File: src/rtl/tft_pkg.sv
// ---------------------------------------------------------------------------
// tft_pkg
//   Shared definitions for the TFT command sequencer:
//     - init ROM word kinds ({kind[1:0], payload[7:0]})
//     - panel window opcodes (CASET / PASET / RAMWR)
//     - sequencer state and "who issued this byte" encodings
//     - winWord(): the 11-word window setup sequence as a lookup
// ---------------------------------------------------------------------------
package tft_pkg;

    // Init ROM word kinds
    localparam logic [1:0] KIND_CMD   = 2'b00;
    localparam logic [1:0] KIND_DATA  = 2'b01;
    localparam logic [1:0] KIND_DELAY = 2'b10;
    localparam logic [1:0] KIND_END   = 2'b11;

    // Panel opcodes used for the per-frame window setup
    localparam logic [7:0] OP_CASET = 8'h2A;
    localparam logic [7:0] OP_PASET = 8'h2B;
    localparam logic [7:0] OP_RAMWR = 8'h2C;

    // Number of words in the window setup sequence
    localparam int WIN_WORDS = 11;

    typedef enum logic [2:0] {
        ST_FETCH,
        ST_ISSUE,
        ST_ACK,
        ST_WAIT,
        ST_DELAY,
        ST_WIN,
        ST_PIX_HI,
        ST_PIX_LO
    } state_t;

    // Remembers which phase produced the byte currently in the handshake,
    // so WAIT knows where to continue once the serializer is idle again.
    typedef enum logic [1:0] {
        SRC_INIT,
        SRC_WIN,
        SRC_PIX_HI,
        SRC_PIX_LO
    } src_t;

    // Window setup word idx (0..10) as {dc, byte}. Opcodes go out with dc=0,
    // the column/row start (always 0) and end coordinates with dc=1.
    function automatic logic [8:0] winWord(input logic [3:0]  idx,
                                           input logic [15:0] colEnd,
                                           input logic [15:0] rowEnd);
        logic [8:0] w;
        case (idx)
            4'd0:    w = {1'b0, OP_CASET};
            4'd1:    w = {1'b1, 8'h00};
            4'd2:    w = {1'b1, 8'h00};
            4'd3:    w = {1'b1, colEnd[15:8]};
            4'd4:    w = {1'b1, colEnd[7:0]};
            4'd5:    w = {1'b0, OP_PASET};
            4'd6:    w = {1'b1, 8'h00};
            4'd7:    w = {1'b1, 8'h00};
            4'd8:    w = {1'b1, rowEnd[15:8]};
            4'd9:    w = {1'b1, rowEnd[7:0]};
            default: w = {1'b0, OP_RAMWR};
        endcase
        return w;
    endfunction

endpackage

File: src/rtl/tft_init_rom.sv
// ---------------------------------------------------------------------------
// tft_init_rom
//   Combinational panel init script. Each entry is {kind[1:0], payload[7:0]}:
//   CMD / DATA bytes for the serializer, DELAY in units of DELAY_UNIT clocks,
//   and an END marker. Every address past the script reads as END.
// Ports
//   i_addr  in   ROM_AW  script index
//   o_word  out  10      script entry at i_addr
// ---------------------------------------------------------------------------
module tft_init_rom
    import tft_pkg::*;
#(
    parameter int ROM_AW = 6
)(
    input  logic [ROM_AW-1:0] i_addr,
    output logic [9:0]        o_word
);

    // Software reset, sleep out, 16-bit colour, memory access control,
    // display on. Delays give the controller time to settle after reset
    // and sleep-out.
    always_comb begin
        o_word = {KIND_END, 8'h00};
        case (int'(i_addr))
            0:       o_word = {KIND_CMD,   8'h01};
            1:       o_word = {KIND_DELAY, 8'h05};
            2:       o_word = {KIND_CMD,   8'h11};
            3:       o_word = {KIND_DELAY, 8'h0C};
            4:       o_word = {KIND_CMD,   8'h3A};
            5:       o_word = {KIND_DATA,  8'h55};
            6:       o_word = {KIND_CMD,   8'h36};
            7:       o_word = {KIND_DATA,  8'h48};
            8:       o_word = {KIND_CMD,   8'h29};
            9:       o_word = {KIND_DELAY, 8'h01};
            default: o_word = {KIND_END,   8'h00};
        endcase
    end

endmodule

File: src/rtl/tft_cmd_sequencer.sv
// ---------------------------------------------------------------------------
// tft_cmd_sequencer
//   Feeds {dc, byte} words to a 9-bit TFT SPI serializer. After reset it
//   plays the init ROM script (commands, data, timed delays), then loops
//   forever: window setup (CASET/PASET/RAMWR) followed by one frame of
//   RGB565 pixels sent as high/low byte pairs.
// Ports
//   spiClk             in   1   clock, everything on the rising edge
//   reset              in   1   asynchronous, active-high
//   spi_idle           in   1   serializer ready for a new word
//   spi_data           out  9   {dc, byte}; dc=0 command, dc=1 data
//   spi_dataAvailable  out  1   one-cycle load strobe to the serializer
//   pix_data           in   16  RGB565 pixel
//   pix_valid          in   1   pixel source has a pixel
//   pix_ready          out  1   one-cycle pixel accept strobe
//   init_done          out  1   init script finished (sticky until reset)
//   frame_start        out  1   pulses with the CASET strobe of each frame
// ---------------------------------------------------------------------------
module tft_cmd_sequencer
    import tft_pkg::*;
#(
    parameter int H_RES      = 240,
    parameter int V_RES      = 320,
    parameter int DELAY_UNIT = 10000,
    parameter int ROM_AW     = 6
)(
    input  logic        spiClk,
    input  logic        reset,
    input  logic        spi_idle,
    output logic [8:0]  spi_data,
    output logic        spi_dataAvailable,
    input  logic [15:0] pix_data,
    input  logic        pix_valid,
    output logic        pix_ready,
    output logic        init_done,
    output logic        frame_start
);

    localparam int                DCW      = 8 + $clog2(DELAY_UNIT + 1);
    localparam logic [16:0]       PIX_LAST = 17'(H_RES * V_RES - 1);
    localparam logic [15:0]       COL_END  = 16'(H_RES - 1);
    localparam logic [15:0]       ROW_END  = 16'(V_RES - 1);
    localparam logic [ROM_AW-1:0] ROM_LAST = {ROM_AW{1'b1}};
    localparam logic [3:0]        WIN_LAST = 4'(WIN_WORDS - 1);

    state_t            r_state,    w_state;
    src_t              r_src,      w_src;
    logic [ROM_AW-1:0] r_romIdx,   w_romIdx;
    logic [DCW-1:0]    r_delayCnt, w_delayCnt;
    logic [3:0]        r_winIdx,   w_winIdx;
    logic [16:0]       r_pixCnt,   w_pixCnt;
    logic [7:0]        r_pixLo,    w_pixLo;
    logic [8:0]        r_spiData,  w_spiData;
    logic              r_initDone, w_initDone;

    logic [9:0]        w_romWord;
    logic [1:0]        w_kind;
    logic [7:0]        w_payload;
    logic [DCW-1:0]    w_delayTotal;
    logic              w_issue;

    tft_init_rom #(
        .ROM_AW (ROM_AW)
    ) u_rom (
        .i_addr (r_romIdx),
        .o_word (w_romWord)
    );

    assign w_kind       = w_romWord[9:8];
    assign w_payload    = w_romWord[7:0];
    assign w_delayTotal = DCW'(w_payload) * DCW'(DELAY_UNIT);

    // The load strobe only fires while the serializer reports idle, so a
    // byte still in flight after a reset is allowed to finish first.
    assign w_issue           = (r_state == ST_ISSUE) && spi_idle;
    assign spi_dataAvailable = w_issue;
    assign spi_data          = r_spiData;
    assign init_done         = r_initDone;
    assign frame_start       = w_issue && (r_src == SRC_WIN) && (r_winIdx == 4'd0);
    assign pix_ready         = (r_state == ST_PIX_HI) && pix_valid && spi_idle;

    // State register and all datapath registers.
    always_ff @(posedge spiClk or posedge reset) begin
        if (reset) begin
            r_state    <= ST_FETCH;
            r_src      <= SRC_INIT;
            r_romIdx   <= '0;
            r_delayCnt <= '0;
            r_winIdx   <= '0;
            r_pixCnt   <= '0;
            r_pixLo    <= '0;
            r_spiData  <= '0;
            r_initDone <= 1'b0;
        end else begin
            r_state    <= w_state;
            r_src      <= w_src;
            r_romIdx   <= w_romIdx;
            r_delayCnt <= w_delayCnt;
            r_winIdx   <= w_winIdx;
            r_pixCnt   <= w_pixCnt;
            r_pixLo    <= w_pixLo;
            r_spiData  <= w_spiData;
            r_initDone <= w_initDone;
        end
    end

    // Next-state logic. Every byte, whatever its origin, is loaded into
    // r_spiData by a one-cycle preparation state (FETCH, WIN, PIX_HI,
    // PIX_LO) and then goes through the shared ISSUE/ACK/WAIT handshake;
    // r_src tells WAIT where to continue afterwards.
    always_comb begin
        w_state    = r_state;
        w_src      = r_src;
        w_romIdx   = r_romIdx;
        w_delayCnt = r_delayCnt;
        w_winIdx   = r_winIdx;
        w_pixCnt   = r_pixCnt;
        w_pixLo    = r_pixLo;
        w_spiData  = r_spiData;
        w_initDone = r_initDone;

        case (r_state)
            ST_FETCH: begin
                // The last ROM address is always treated as END, so a script
                // without a terminator saturates there instead of wrapping.
                if ((w_kind == KIND_END) || (r_romIdx == ROM_LAST)) begin
                    w_initDone = 1'b1;
                    w_winIdx   = 4'd0;
                    w_state    = ST_WIN;
                end else if (w_kind == KIND_DELAY) begin
                    w_romIdx = r_romIdx + ROM_AW'(1);
                    // The FETCH of this entry and the FETCH of the next one
                    // already account for two cycles of the requested wait,
                    // so the counter only covers the remainder.
                    if (w_delayTotal < DCW'(2)) begin
                        w_state = ST_FETCH;
                    end else begin
                        w_delayCnt = w_delayTotal - DCW'(2);
                        w_state    = ST_DELAY;
                    end
                end else begin
                    w_spiData = {(w_kind == KIND_DATA), w_payload};
                    w_romIdx  = r_romIdx + ROM_AW'(1);
                    w_src     = SRC_INIT;
                    w_state   = ST_ISSUE;
                end
            end

            ST_DELAY: begin
                if (r_delayCnt == '0) begin
                    w_state = ST_FETCH;
                end else begin
                    w_delayCnt = r_delayCnt - DCW'(1);
                end
            end

            ST_WIN: begin
                w_spiData = winWord(r_winIdx, COL_END, ROW_END);
                w_src     = SRC_WIN;
                w_state   = ST_ISSUE;
            end

            ST_PIX_HI: begin
                // Only the low byte needs keeping; the high byte goes
                // straight into the output register.
                if (pix_valid && spi_idle) begin
                    w_pixLo   = pix_data[7:0];
                    w_spiData = {1'b1, pix_data[15:8]};
                    w_src     = SRC_PIX_HI;
                    w_state   = ST_ISSUE;
                end
            end

            ST_PIX_LO: begin
                w_spiData = {1'b1, r_pixLo};
                w_src     = SRC_PIX_LO;
                w_state   = ST_ISSUE;
            end

            ST_ISSUE: begin
                if (spi_idle) begin
                    w_state = ST_ACK;
                end
            end

            // The serializer drops idle during this cycle, so it is not
            // looked at here.
            ST_ACK: begin
                w_state = ST_WAIT;
            end

            ST_WAIT: begin
                if (spi_idle) begin
                    case (r_src)
                        SRC_INIT: begin
                            w_state = ST_FETCH;
                        end
                        SRC_WIN: begin
                            if (r_winIdx == WIN_LAST) begin
                                w_winIdx = 4'd0;
                                w_state  = ST_PIX_HI;
                            end else begin
                                w_winIdx = r_winIdx + 4'd1;
                                w_state  = ST_WIN;
                            end
                        end
                        SRC_PIX_HI: begin
                            w_state = ST_PIX_LO;
                        end
                        default: begin
                            if (r_pixCnt == PIX_LAST) begin
                                w_pixCnt = '0;
                                w_winIdx = 4'd0;
                                w_state  = ST_WIN;
                            end else begin
                                w_pixCnt = r_pixCnt + 17'd1;
                                w_state  = ST_PIX_HI;
                            end
                        end
                    endcase
                end
            end

            default: begin
                w_state = ST_FETCH;
            end
        endcase
    end

endmodule

File: config.mk
export PLATFORM = sky130hd
export DESIGN_NAME = tft_cmd_sequencer
export DESIGN_NICKNAME = d
export VERILOG_FILES = /design/src/rtl/tft_pkg.sv /design/src/rtl/tft_init_rom.sv /design/src/rtl/tft_cmd_sequencer.sv
export SDC_FILE = /design/constraint.sdc
export NUM_CORES = 1
export LEC_CHECK = 0
export CORE_AREA = 2 2 104 106
export CTS_BUF_LIST = sky130_fd_sc_hd__clkbuf_2 sky130_fd_sc_hd__clkbuf_4 sky130_fd_sc_hd__clkbuf_8
export CTS_CLUSTER_DIAMETER = 150
export DETAILED_ROUTE_END_ITERATION = 6
export DIE_AREA = 0 0 106 108
export PLACE_DENSITY_LB_ADDON = 0.3
export SYNTH_ARGS = -nofsm -noshare
export SYNTH_HDL_FRONTEND = slang
export SYNTH_SLANG_ARGS = --single-unit
File: constraint.sdc
create_clock -name spiClk -period 6.75 [get_ports spiClk]
set_input_delay 1.35 -clock spiClk [delete_from_list [all_inputs] [get_ports spiClk]]
set_output_delay 1.35 -clock spiClk [all_outputs]
set_load 0.02 [all_outputs]
Word level (Yosys, flattened, before mapping)

Memories as Yosys holds them, arrays and structs flattened.
Cells that the tools add are included.

Flip-flop bits (word level): 72
Latch bits: 0
Memory bits (writable): 0
ROM bits: 288
Bits of input ports: 20
Output and inout port bits: 13
Memories: 2

Memory list:

| memory          | words | bits a word | rd ports | clocked after Yosys merged registers in | wr ports | line               | source |
|---|---|---|---|---|---|---|---|
| (no name shown) | 16    | 9           | 1        | 0                                       | 0        | tft_pkg.sv:51      | `case (idx)` |
| (no name shown) | 16    | 9           | 1        | 0                                       | 0        | tft_init_rom.sv:24 | `case (int'(i_addr))` |

Add/sub/neg operators: 5
Multipliers: 1
Div/mod/pow operators: 0
Order comparisons: 1
Equal/unequal tests: 27
Shift operators: 0
Muxes and demuxes: 32
Bitwise operators: 2
Reduce and logical (&&, ||, !) cells: 26

Operators by type and width:

| cell                                                 | count |
|---|---|
| 2-to-1 mux 22 bit                                    | 4 |
| case mux 22 bit (2 select lines)                     | 1 |
| case mux 9 bit (4 select lines)                      | 1 |
| 2-to-1 mux 9 bit                                     | 3 |
| logical NOT 22 bit                                   | 1 |
| < comparator 22 x 2 -> 1 bit (second input constant) | 1 |
| subtractor 22 x 1 -> 22 bit (second input constant)  | 1 |
| subtractor 22 x 2 -> 22 bit (second input constant)  | 1 |
| 2-to-1 mux 3 bit                                     | 7 |
| case mux 3 bit (7 select lines)                      | 1 |
| inequality test 2 bit (second input constant)        | 10 |
| multiplier 8 x 10 -> 18 bit (second input constant)  | 1 |
| adder 17 x 1 -> 17 bit (second input constant)       | 1 |
| == test 17 bit (second input constant)               | 1 |
| 2-to-1 mux 17 bit                                    | 1 |
| 2-to-1 mux 4 bit                                     | 4 |
| case mux 4 bit (2 select lines)                      | 2 |
| == test 3 bit (second input constant)                | 4 |
| 2-to-1 mux 10 bit                                    | 1 |
| 2-to-1 mux 2 bit                                     | 5 |
| AND reduction 5 bit                                  | 2 |
| case mux 3 bit (3 select lines)                      | 1 |
| case mux 2 bit (4 select lines)                      | 1 |
| AND reduction 4 bit                                  | 2 |
| other kinds (22)                                     | 37 |

Depth between registers and ports, before layout

Gate-level depths: netlist of run 1.

Word-level depth: 8
Depth in mapped cells: 23
Mapped depth without buffers: 21

Cells and area by module

Synthesis of run 1 repeated with hierarchy kept, for this count alone.

Cell total of the unflattened synthesis: 691
Area total of the unflattened synthesis: 5836.8 um^2

By module, submodules not included:

| module            | times used | cells each | area an instance (um^2) | seq. area each (um^2) |
|---|---|---|---|---|
| tft_cmd_sequencer | 1          | 658        | 5631.7                  | 1801.7 |
| tft_init_rom      | 1          | 33         | 205.2                   | 0.0 |

Worst setup path after synthesis of run 1

No wires, ideal clock.

Kind: register to register
Start point: register r_romIdx[0]
End point: register r_delayCnt[5]
Data arrival time: 5.525 ns
Data required time: 6.628 ns
Setup slack: 1.103 ns
Cell stages (with the launch flop): 22
Clock period less this slack: 5.647 ns
Cell sequence: dfrtp_1 > inv_1 > ha_1 > nand2_1 > nor2_1 > o21ai_0 > inv_1 > ha_1 > ha_1 > inv_1 > fa_1 > inv_1 > fa_1 > ha_1 > nor2b_1 > a221o_1 > a211oi_1 > nand2_1 > or4_1 > a2bb2oi_1 > buf_4 > a32o_1

Cells in the longest elaborated chain, start to end: 8
Elaborated cells between the ends (all ways): 17
Classes of those cells: add/sub: 1; mul: 1; order compare: 1; eq/ne: 6; mux: 5; reduce/logical: 2; memory: 1

Ends and longest elaborated chain:

| element                          | line                     | source |
|---|---|---|
| from (decl)                      | tft_cmd_sequencer.sv:48  | `logic [ROM_AW-1:0] r_romIdx, w_romIdx;` |
| from (signal assigned)           | tft_cmd_sequencer.sv:97  | `r_romIdx <= w_romIdx;` |
| memory read (16 x 9 bit)         | --                       |  |
| 2-to-1 mux 10 bit                | tft_init_rom.sv:24       |  |
| multiplier 8 x 10 -> 18 bit      | tft_cmd_sequencer.sv:71  | `assign w_delayTotal = DCW'(w_payload) * DCW'(DELAY_UNIT);` |
| subtractor 22 x 2 -> 22 bit      | tft_cmd_sequencer.sv:138 | `w_delayCnt = w_delayTotal - DCW'(2);` |
| 2-to-1 mux 22 bit                | tft_cmd_sequencer.sv:135 | `if (w_delayTotal < DCW'(2)) begin` |
| 2-to-1 mux 22 bit                | tft_cmd_sequencer.sv:130 | `end else if (w_kind == KIND_DELAY) begin` |
| 2-to-1 mux 22 bit                | tft_cmd_sequencer.sv:126 | `if ((w_kind == KIND_END) \|\| (r_romIdx == ROM_LAST)) begin` |
| case mux 22 bit (2 select lines) | tft_cmd_sequencer.sv:122 | `case (r_state)` |
| to (signal assigned)             | tft_cmd_sequencer.sv:98  | `r_delayCnt <= w_delayCnt;` |
| to (decl)                        | tft_cmd_sequencer.sv:49  | `logic [DCW-1:0] r_delayCnt, w_delayCnt;` |

Several ways; a longest one is shown, not always the timed one. The select of a mux whose other input is x is not followed.
A chain may end at the register's enable or synchronous reset.

Worst setup path after layout of run 1

Start point: register r_romIdx[0]
End point: register r_delayCnt[20]

The elaborated chain is that of the path after synthesis.

==> results of run 1 <==
[cells in the final DEF, fill, tap and decap left out, types with 15 or more instances in the layout]
| cell | Yosys | final |
|---|---|---|
| xor2_1 | 15 | 15 |
| dfrtp_1 | 72 | 72 |
| o21ai_0 | 47 | 47 |
| nand3_1 | 19 | 19 |
| a21oi_1 | 43 | 43 |
| ha_1 | 44 | 44 |
| inv_1 | 41 | 40 |
| nor2_1 | 56 | 56 |
| clkdlybuf4s50_1 | 0 | 32 |
| nor3_1 | 25 | 25 |
| nand2_1 | 69 | 69 |
[final cells by class]
| cell class | count | share of cell area |
|---|---|---|
| Clock buffer | 9 | 0.0198 |
| Clock inverter | 7 | 0.0124 |
| Inverter | 41 | 0.0246 |
| Multi-Input combinational cell | 518 | 0.563 |
| Sequential cell | 72 | 0.288 |
| Tap cell | 136 | 0.0272 |
| Timing Repair Buffer | 44 | 0.0655 |
[per-stage QoR]
| step | std cells | util | setup slack (ps) | area (µm²) |
|---|---|---|---|---|
| floorplan | 661 | - | 1100 | 5600 |
| global placement | 811 | 0.592 | 819 | 6050 |
| detailed placement | 811 | 0.592 | 480 | 6050 |
| CTS | 827 | 0.611 | 466 | 6250 |
| global route | 827 | 0.612 | 123 | 6270 |
| finish | 827 | 0.612 | 530 | 6270 |
[metal layers]
layer / vias up / GRT usage / routed length (µm)
li1: 2409 / - / -
met1: 2350 / 0.321 / 6010
met2: 117 / 0.420 / 6290
met3: 21 / 0.0392 / 522
met4: 0 / 0.0742 / 250
met5: - / 0 / 0
[state kept, by name (all words and copies together), names as in the netlist]
| name | count |
|---|---|
| r_src | 2 |
| r_pixCnt | 17 |
| r_romIdx | 6 |
| r_winIdx | 4 |
| r_delayCnt | 22 |
| spi_data | 9 |
| init_done | 1 |
| r_pixLo | 8 |
| r_state | 3 |
[worst max-delay path by stage]
| stage | slack (ps) | to | cells after the start |
|---|---|---|---|
| 4_1_cts | 470 | r_delayCnt[13] | 20 |
| 2_1_floorplan | 1100 | r_delayCnt[5] | 21 |
| 5_1_grt | 120 | r_delayCnt[20] | 21 |
| 6_report | 530 | r_delayCnt[20] | 21 |
| 3_5_place_dp | 480 | r_delayCnt[13] | 20 |
| 3_3_place_gp | 820 | r_delayCnt[4] | 20 |
[cells by family (layout without fill, tap and decap cells)]
logic type / count (synthesis) / in the layout / share of synthesized area
xor gates and xnor gates: 28 / 28 / 0.0438
muxes: 14 / 14 / 0.0273
and+or+nand+nor: 251 / 251 / 0.227
AOI/OAI and AO/OA: 173 / 173 / 0.202
buffers and inverters: 71 / 101 / 0.0512
DFF: 72 / 72 / 0.322
adders and majority gates: 52 / 52 / 0.127
[critical path, cell delays in order (launching register included)]
cell and delay, ps:
dfrtp_1 450, inv_1 160, ha_1 270, nand2_1 130, nor2_1 60, o21ai_0 240, inv_1 150, ha_1 340
ha_1 280, inv_1 50, fa_1 530, inv_1 60, fa_1 480, ha_1 360, nor2b_1 170, a221o_1 330
a211oi_1 440, nand2_1 180, or4_1 630, o21bai_1 470, and2_1 230, o32ai_1 100
==> reports/results.ini, run 1 <==
[worst_setup_path]
setup.worst_path.start=r_romIdx[0]
start_kind=register
rrSetupSlack_ps=530
cp_max_fo=7
path_class=register to register
reg2reg_depth=21
end_kind=register
r2r-end=r_delayCnt[20]
cp.arrival_ps=6450
crit_required_ps=6990
r2r-start=r_romIdx[0]

[cells_and_area]
final-seq-area_um2=1800
layout.nets=758
drive_gt1_frac=0.0955
syn_to_final_growth_pct=11.9
diodes=0
n_fill_cell=890
multi_input_area_um2=3530

[synthesis]
yosysTopAreaCell=dfrtp_1
synth_edf_count=0
synth_nets=733
synth_commonest_cells=dfrtp_1, nand2_1, nor2_1
ys.flop_type=dfrtp_1
syn_area_um2=5600
synth_top_area_share=0.322
synth-seq-area-share=0.322
syn_avg_cell_area_um2=8.47
synth_cell_type_count=73
synthArstFlopShare=1.00
yosys.cell_count.top_type=dfrtp_1
syn-instance-count=661
synth_area_leaders=dfrtp_1, ha_1, nand2_1
ys_ff_latch=72
yosys_warnings=0

[die]
die_area_um2=11400
ios=33
rows=37
initial_core_util=0.547
die_x_um=106
core_area_um2=10200
dieHeight_um=108

[timing]
hold_viol=0
finalSetupViolCount=0
slew_headroom=0.396
slew_viol_final=0
fin_crit_ps=6220
fin_hold_ws_ps=406
worst_slew_pin_slew_ps=906
final.setup.tns_ps=0
skew_ps=11.2
rsz0062_at_grt=false
min_period_over_period=0.921
fmaxAchievable_ghz=0.161

[drt]
first_pass_iters=5
vias=4897
wl_mm=13.1
drtIter0Drc=365
route.detailed.drc=0
ant_nets=0
wl_per_cell_um=15.8
drt-vias-per-instance=5.92

[hold_path]
hold_path.class=register to register
worst_hold_path.num_cells=0
holdPathEnd=r_romIdx[5]
hp-start=r_romIdx[5]

[clocking]
numCtsBuffers=9
htree_levels=3
cts-root-buf=clkbuf_8
clock_sinks=72
clockBufferDepth=2
post_cts_resized=0
tritoncts=built
post-cts-setup-buffers=0
cts_hold_buf=0
clk_pin_slew_ps=90
clkLatencyLatePin_ps=360

[global_route]
grt_pass1_wl_mm=22.6
first_global_vias=4834
antenna_found_initial=0
grt_overflow=0
grt_max_degree=73
grt.total_usage=0.245

[place]
gp_congestion=0.908
portBuffers=32
dp_hpwl_mm=9.72

[flow_run]
max_cap_violations=0

[run_status]
status=finished, final reports clean

Power of run 1 is left out: the tool's default activity adds up to more than one toggle a clock period on the data nets, which glitch-free logic cannot reach.
==> run 2, diff against run 1 <==
--- a/config.mk
+++ b/config.mk
@@ -10,6 +10,7 @@
 export CTS_CLUSTER_DIAMETER = 150
 export DETAILED_ROUTE_END_ITERATION = 6
 export DIE_AREA = 0 0 106 108
+export DONT_BUFFER_PORTS = 1
 export PLACE_DENSITY_LB_ADDON = 0.3
 export SYNTH_ARGS = -nofsm -noshare
 export SYNTH_HDL_FRONTEND = slang
==> reports/results.ini, run 2 (synthesized netlist as in run 1, its figures left out) <==
[cells_and_area]
final_common_cell=dfrtp_1  ; unchanged
layout.nets=725  ; was 758
postLayoutCoreUtil=0.578  ; was 0.612
final_cell_mix=dfrtp_1, nand2_1, nor2_1  ; unchanged
syn_to_final_growth_pct=5.68  ; was 11.9%
regMostFlops=r_delayCnt  ; unchanged
diodes=0  ; unchanged
drive_gt1_frac=0.100  ; was 0.0955
largest_reg_flops=22  ; unchanged
fin_area_um2=5920  ; was 6270 µm²

[die]
core_area_um2=10200  ; unchanged
ios=33  ; unchanged
initial_core_util=0.547  ; unchanged
die_x_um=106  ; unchanged
dieHeight_um=108  ; unchanged
die_area_um2=11400  ; unchanged
rows=37  ; unchanged

[timing]
slew_viol_final=0  ; unchanged
final.setup.tns_ps=0  ; unchanged
fin_crit_ps=6310  ; was 6220 ps
slew_headroom=0.323  ; was 0.396
finalSetupViolCount=0  ; unchanged
hold_viol=0  ; unchanged
min_period_over_period=0.934  ; was 0.921
worst_slew_pin_slew_ps=1010  ; was 906 ps
skew_ps=9.07  ; was 11.2 ps
fmaxAchievable_ghz=0.159  ; was 0.161 GHz
rsz0062_at_grt=false  ; unchanged

[drt]
vias=4805  ; was 4897
top_layer_used=met4  ; unchanged
ant_nets=0  ; unchanged
route.detailed.drc=0  ; unchanged
wl_met3_um=760  ; was 522 µm
wl_mm=12.9  ; was 13.1 mm
wl_per_cell_um=16.2  ; was 15.8 µm
wl_met1_mm=5.73  ; was 6.01 mm
drt-vias-per-instance=6.05  ; was 5.92
drtIter0Drc=228  ; was 365
first_pass_iters=5  ; unchanged
wl_met2_mm=6.02  ; was 6.29 mm

[clocking]
cts_hold_buf=0  ; unchanged
clockBufferDepth=2  ; unchanged
htree_levels=3  ; unchanged
post-cts-setup-buffers=0  ; unchanged
clock_sinks=72  ; unchanged
tritoncts=built  ; unchanged
clkLatencyLatePin_ps=360  ; about the same
clk_pin_slew_ps=90  ; about the same
cts-root-buf=clkbuf_8  ; unchanged
numCtsBuffers=9  ; unchanged
post_cts_resized=0  ; unchanged

[worst_setup_path]
path_class=register to register  ; unchanged
cp_max_fo=25  ; was 7
r2r-start=r_romIdx[0]  ; unchanged
setup.worst_path.start=r_romIdx[0]  ; unchanged
crit_path_max_incr_delay_ps=600  ; was 630 ps
slowest_stage=or4_1  ; unchanged
crit_required_ps=6950  ; was 6990 ps
crit_buf_inv=6  ; was 4
crit_path_end=r_delayCnt[19]  ; was r_delayCnt[20]
path_cells=inv_1 > ha_1 > nand2_1 > nor2_1 > o21ai_0 > buf_4 > inv_1 > ha_1 > ha_1 > inv_1 > fa_1 > inv_1 > fa_1 > ha_1 > nor2b_1 > a221o_1 > a211oi_1 > nand2_1 > or4_1 > a2bb2oi_2 > buf_4 > a21oi_2 > a211oi_2  ; was inv_1 > ha_1 > nand2_1 > nor2_1 > o21ai_0 > inv_1 > ha_1 > ha_1 > inv_1 > fa_1 > inv_1 > fa_1 > ha_1 > nor2b_1 > a221o_1 > a211oi_1 > nand2_1 > or4_1 > o21bai_1 > and2_1 > o32ai_1
rrSetupSlack_ps=440  ; was 530 ps
reg2reg_depth=23  ; was 21
r2r-end=r_delayCnt[19]  ; was r_delayCnt[20]
cp_num_cells=23  ; was 21
path_delay_family=adder cells  ; unchanged
start_kind=register  ; unchanged
end_kind=register  ; unchanged
cp.arrival_ps=6510  ; was 6450 ps

[global_route]
grt_overflow=0  ; unchanged
grt.total_usage=0.241  ; was 0.245
grt_pass1_wl_mm=22.2  ; was 22.6 mm
antenna_found_initial=0  ; unchanged
first_global_vias=4789  ; was 4834
grt_max_degree=73  ; unchanged

[place]
place_area_um2=5730  ; was 6050 µm²
gp_congestion=0.879  ; was 0.908
portBuffers=0  ; was 32
dp_hpwl_mm=9.50  ; was 9.72 mm

[hold_path]
hp-start=r_romIdx[5]  ; unchanged
hold_path.class=register to register  ; unchanged

[flow_run]
max_cap_violations=0  ; unchanged

[run_status]
status=finished, final reports clean  ; unchanged

## run 2: worst min path at each step
stage,cells past startpoint,to
floorplan,1,r_romIdx[5]
global placement,0,r_romIdx[4]
detailed placement,0,r_romIdx[4]
CTS,0,r_romIdx[4]
global route,0,r_romIdx[4]
finish,0,r_romIdx[5]
## run 2: final cells by class
| class | count | area (µm²) |
|---|---|---|
| fill | 943 | 4310 |
| tap | 136 | 170 |
| inverter | 41 | 154 |
| sequential | 72 | 1800 |
| clock inverter | 7 | 62.6 |
| clock buffer | 9 | 124 |
| timing repair buffer | 11 | 82.6 |
| multi-input combinational | 518 | 3520 |
## run 2: per-layer routing
layer / GRT usage / vias to the layer above
li1: - / 2351
met1: 0.314 / 2269
met2: 0.397 / 151
met3: 0.0434 / 34
met4: 0.102 / 0
met5: 0 / -
## run 2: stage by stage
step / instances / worst slack [ps] / hold slack, ps
floorplan: 661 / 1100 / 443
finish: 794 / 444 / 405
global route: 794 / 71.4 / 413
detailed placement: 778 / 522 / 386
CTS: 794 / 477 / 406
global placement: 778 / 789 / 380
Power of run 2 is left out for the same reason.
==> run 3, diff against run 2 <==
--- a/config.mk
+++ b/config.mk
@@ -5,6 +5,7 @@
 export SDC_FILE = /design/constraint.sdc
 export NUM_CORES = 1
 export LEC_CHECK = 0
+export CAP_MARGIN = 25
 export CORE_AREA = 2 2 104 106
 export CTS_BUF_LIST = sky130_fd_sc_hd__clkbuf_2 sky130_fd_sc_hd__clkbuf_4 sky130_fd_sc_hd__clkbuf_8
 export CTS_CLUSTER_DIAMETER = 150
==> constraint.sdc (replaced) <==
create_clock -name spiClk -period 6.8 [get_ports spiClk]
set_input_delay 1.36 -clock spiClk [delete_from_list [all_inputs] [get_ports spiClk]]
set_output_delay 1.36 -clock spiClk [all_outputs]
set_load 0.02 [all_outputs]
==> reports/results.ini, run 3 (synthesized netlist as in run 1, its figures left out) <==
[die]
ios=33  ; unchanged
initial_core_util=0.547  ; unchanged
dieHeight_um=108  ; unchanged
die_area_um2=11400  ; unchanged
rows=37  ; unchanged
core_area_um2=10200  ; unchanged
die_x_um=106  ; unchanged

[timing]
slew_headroom=0.401  ; was 0.323
slew_viol_final=0  ; unchanged
min_period_over_period=0.910  ; was 0.934
worst_slew_pin_slew_ps=899  ; was 1010 ps
hold_viol=0  ; unchanged
fin_crit_ps=6190  ; was 6310 ps
fmaxAchievable_ghz=0.162  ; was 0.159 GHz
final.setup.tns_ps=0  ; unchanged
setup_ws_ps=609  ; was 444 ps
finalSetupViolCount=0  ; unchanged
skew_ps=10.3  ; was 9.07 ps
rsz0062_at_grt=false  ; unchanged

[hold_path]
hold_path.class=register to register  ; unchanged

[clocking]
htree_levels=3  ; unchanged
clkLatencyLatePin_ps=360  ; about the same
clk_pin_slew_ps=90  ; about the same
post-cts-setup-buffers=0  ; unchanged
cts_hold_buf=0  ; unchanged
tritoncts=built  ; unchanged
numCtsBuffers=9  ; unchanged
post_cts_resized=0  ; unchanged
clock_sinks=72  ; unchanged
cts-root-buf=clkbuf_8  ; unchanged
clockBufferDepth=2  ; unchanged

[worst_setup_path]
crit_buf_inv=6  ; unchanged
slowest_stage=or4_1  ; unchanged
end_kind=register  ; unchanged
crit_path_max_incr_delay_ps=610  ; was 600 ps
path_cells=inv_1 > ha_1 > nand2_1 > nor2_1 > o21ai_0 > inv_1 > ha_1 > ha_1 > inv_1 > fa_1 > inv_1 > fa_1 > ha_1 > nor2b_1 > a221o_1 > a211oi_1 > nand2_1 > or4_1 > a2bb2oi_2 > buf_8 > buf_4 > a21oi_2 > a211oi_2  ; was inv_1 > ha_1 > nand2_1 > nor2_1 > o21ai_0 > buf_4 > inv_1 > ha_1 > ha_1 > inv_1 > fa_1 > inv_1 > fa_1 > ha_1 > nor2b_1 > a221o_1 > a211oi_1 > nand2_1 > or4_1 > a2bb2oi_2 > buf_4 > a21oi_2 > a211oi_2
path_delay_family=adder cells  ; unchanged
crit_required_ps=7040  ; was 6950 ps
cp_max_fo=27  ; was 25
start_kind=register  ; unchanged
path_class=register to register  ; unchanged
cp.arrival_ps=6440  ; was 6510 ps

[place]
gp_congestion=0.917  ; was 0.879
place_area_um2=5730  ; unchanged
place_inst=778  ; unchanged
portBuffers=0  ; unchanged
place_ws_ps=589  ; was 522 ps
dp_hpwl_mm=9.38  ; was 9.50 mm

[global_route]
use_met2=0.399  ; was 0.397
grt_overflow=0  ; unchanged
antenna_found_initial=0  ; unchanged
busiest_layer=met2  ; unchanged
grt_pass1_wl_mm=21.5  ; was 22.2 mm
use_met3=0.0440  ; was 0.0434
grt_max_degree=73  ; unchanged
grt_use_met1=0.303  ; was 0.314
grt.total_usage=0.235  ; was 0.241
first_global_vias=4581  ; was 4789

[drt]
drt-vias-per-instance=5.95  ; was 6.05
first_pass_iters=5  ; unchanged
ant_nets=0  ; unchanged
wl_mm=12.5  ; was 12.9 mm
vias=4733  ; was 4805
drtIter0Drc=209  ; was 228
wl_per_cell_um=15.8  ; was 16.2 µm
route.detailed.drc=0  ; unchanged

[cells_and_area]
final_cell_mix=dfrtp_1, nand2_1, nor2_1  ; unchanged
stdcell_count=795  ; was 794
fin_area_um2=5960  ; was 5920 µm²
regMostFlops=r_delayCnt  ; unchanged
n_fill_cell=892  ; was 943
final-seq-area_um2=1800  ; unchanged
diodes=0  ; unchanged
largest_reg_flops=22  ; unchanged
drive_gt1_frac=0.102  ; was 0.100
final_common_cell=dfrtp_1  ; unchanged
multi_input_area_um2=3520  ; unchanged
syn_to_final_growth_pct=6.41  ; was 5.68%
layout.nets=726  ; was 725

[flow_run]
max_cap_violations=0  ; unchanged

[run_status]
status=finished, final reports clean  ; unchanged

[run 3: area by class of cell]
type,count,share of cell area
Clock buffer,10,0.0231
Clock inverter,6,0.0126
Inverter,41,0.0258
Multi-Input combinational cell,518,0.591
Sequential cell,72,0.302
Tap cell,136,0.0286
Timing Repair Buffer,12,0.0164
[run 3: metrics by stage]
| stage | utilization | hold slack, ps |
|---|---|---|
| 3_5_place_dp | 0.560 | 386 |
| 2_1_floorplan | - | 443 |
| 4_1_cts | 0.581 | 404 |
| 6_report | 0.582 | 404 |
| 5_1_grt | 0.582 | 429 |
| 3_3_place_gp | 0.560 | 381 |
[run 3: path summary, 6_finish.rpt]
path	end	cells after the start	from	slack (ps)
setup reg to reg	r_delayCnt[19]	23	r_romIdx[0]	610
max in group asynchronous	spi_data[6]	2	reset	5070
setup / recovery	r_delayCnt[19]	23	r_romIdx[0]	610
hold reg to reg	r_romIdx[5]	0	r_romIdx[5]	400
hold / removal	r_romIdx[5]	0	r_romIdx[5]	400
min in group asynchronous	r_delayCnt[12]	2	reset	1140
[run 3: worst register-to-register path, delay by kind of cell (launching register included)]
kind,cells,cell delay [ps]
buf+inv,6,790
fa+ha+maj,6,2250
simple gates,5,1150
compound gates,6,1450
flops,1,460
[run 3: layer usage]
metal	wire length, µm	share of wire	vias up
li1	-	-	2349
met4	231	0.018	0
met5	0	0	-
met3	486	0.039	18
met1	5760	0.46	2266
met2	6060	0.48	100
Power of run 3 is left out for the same reason.
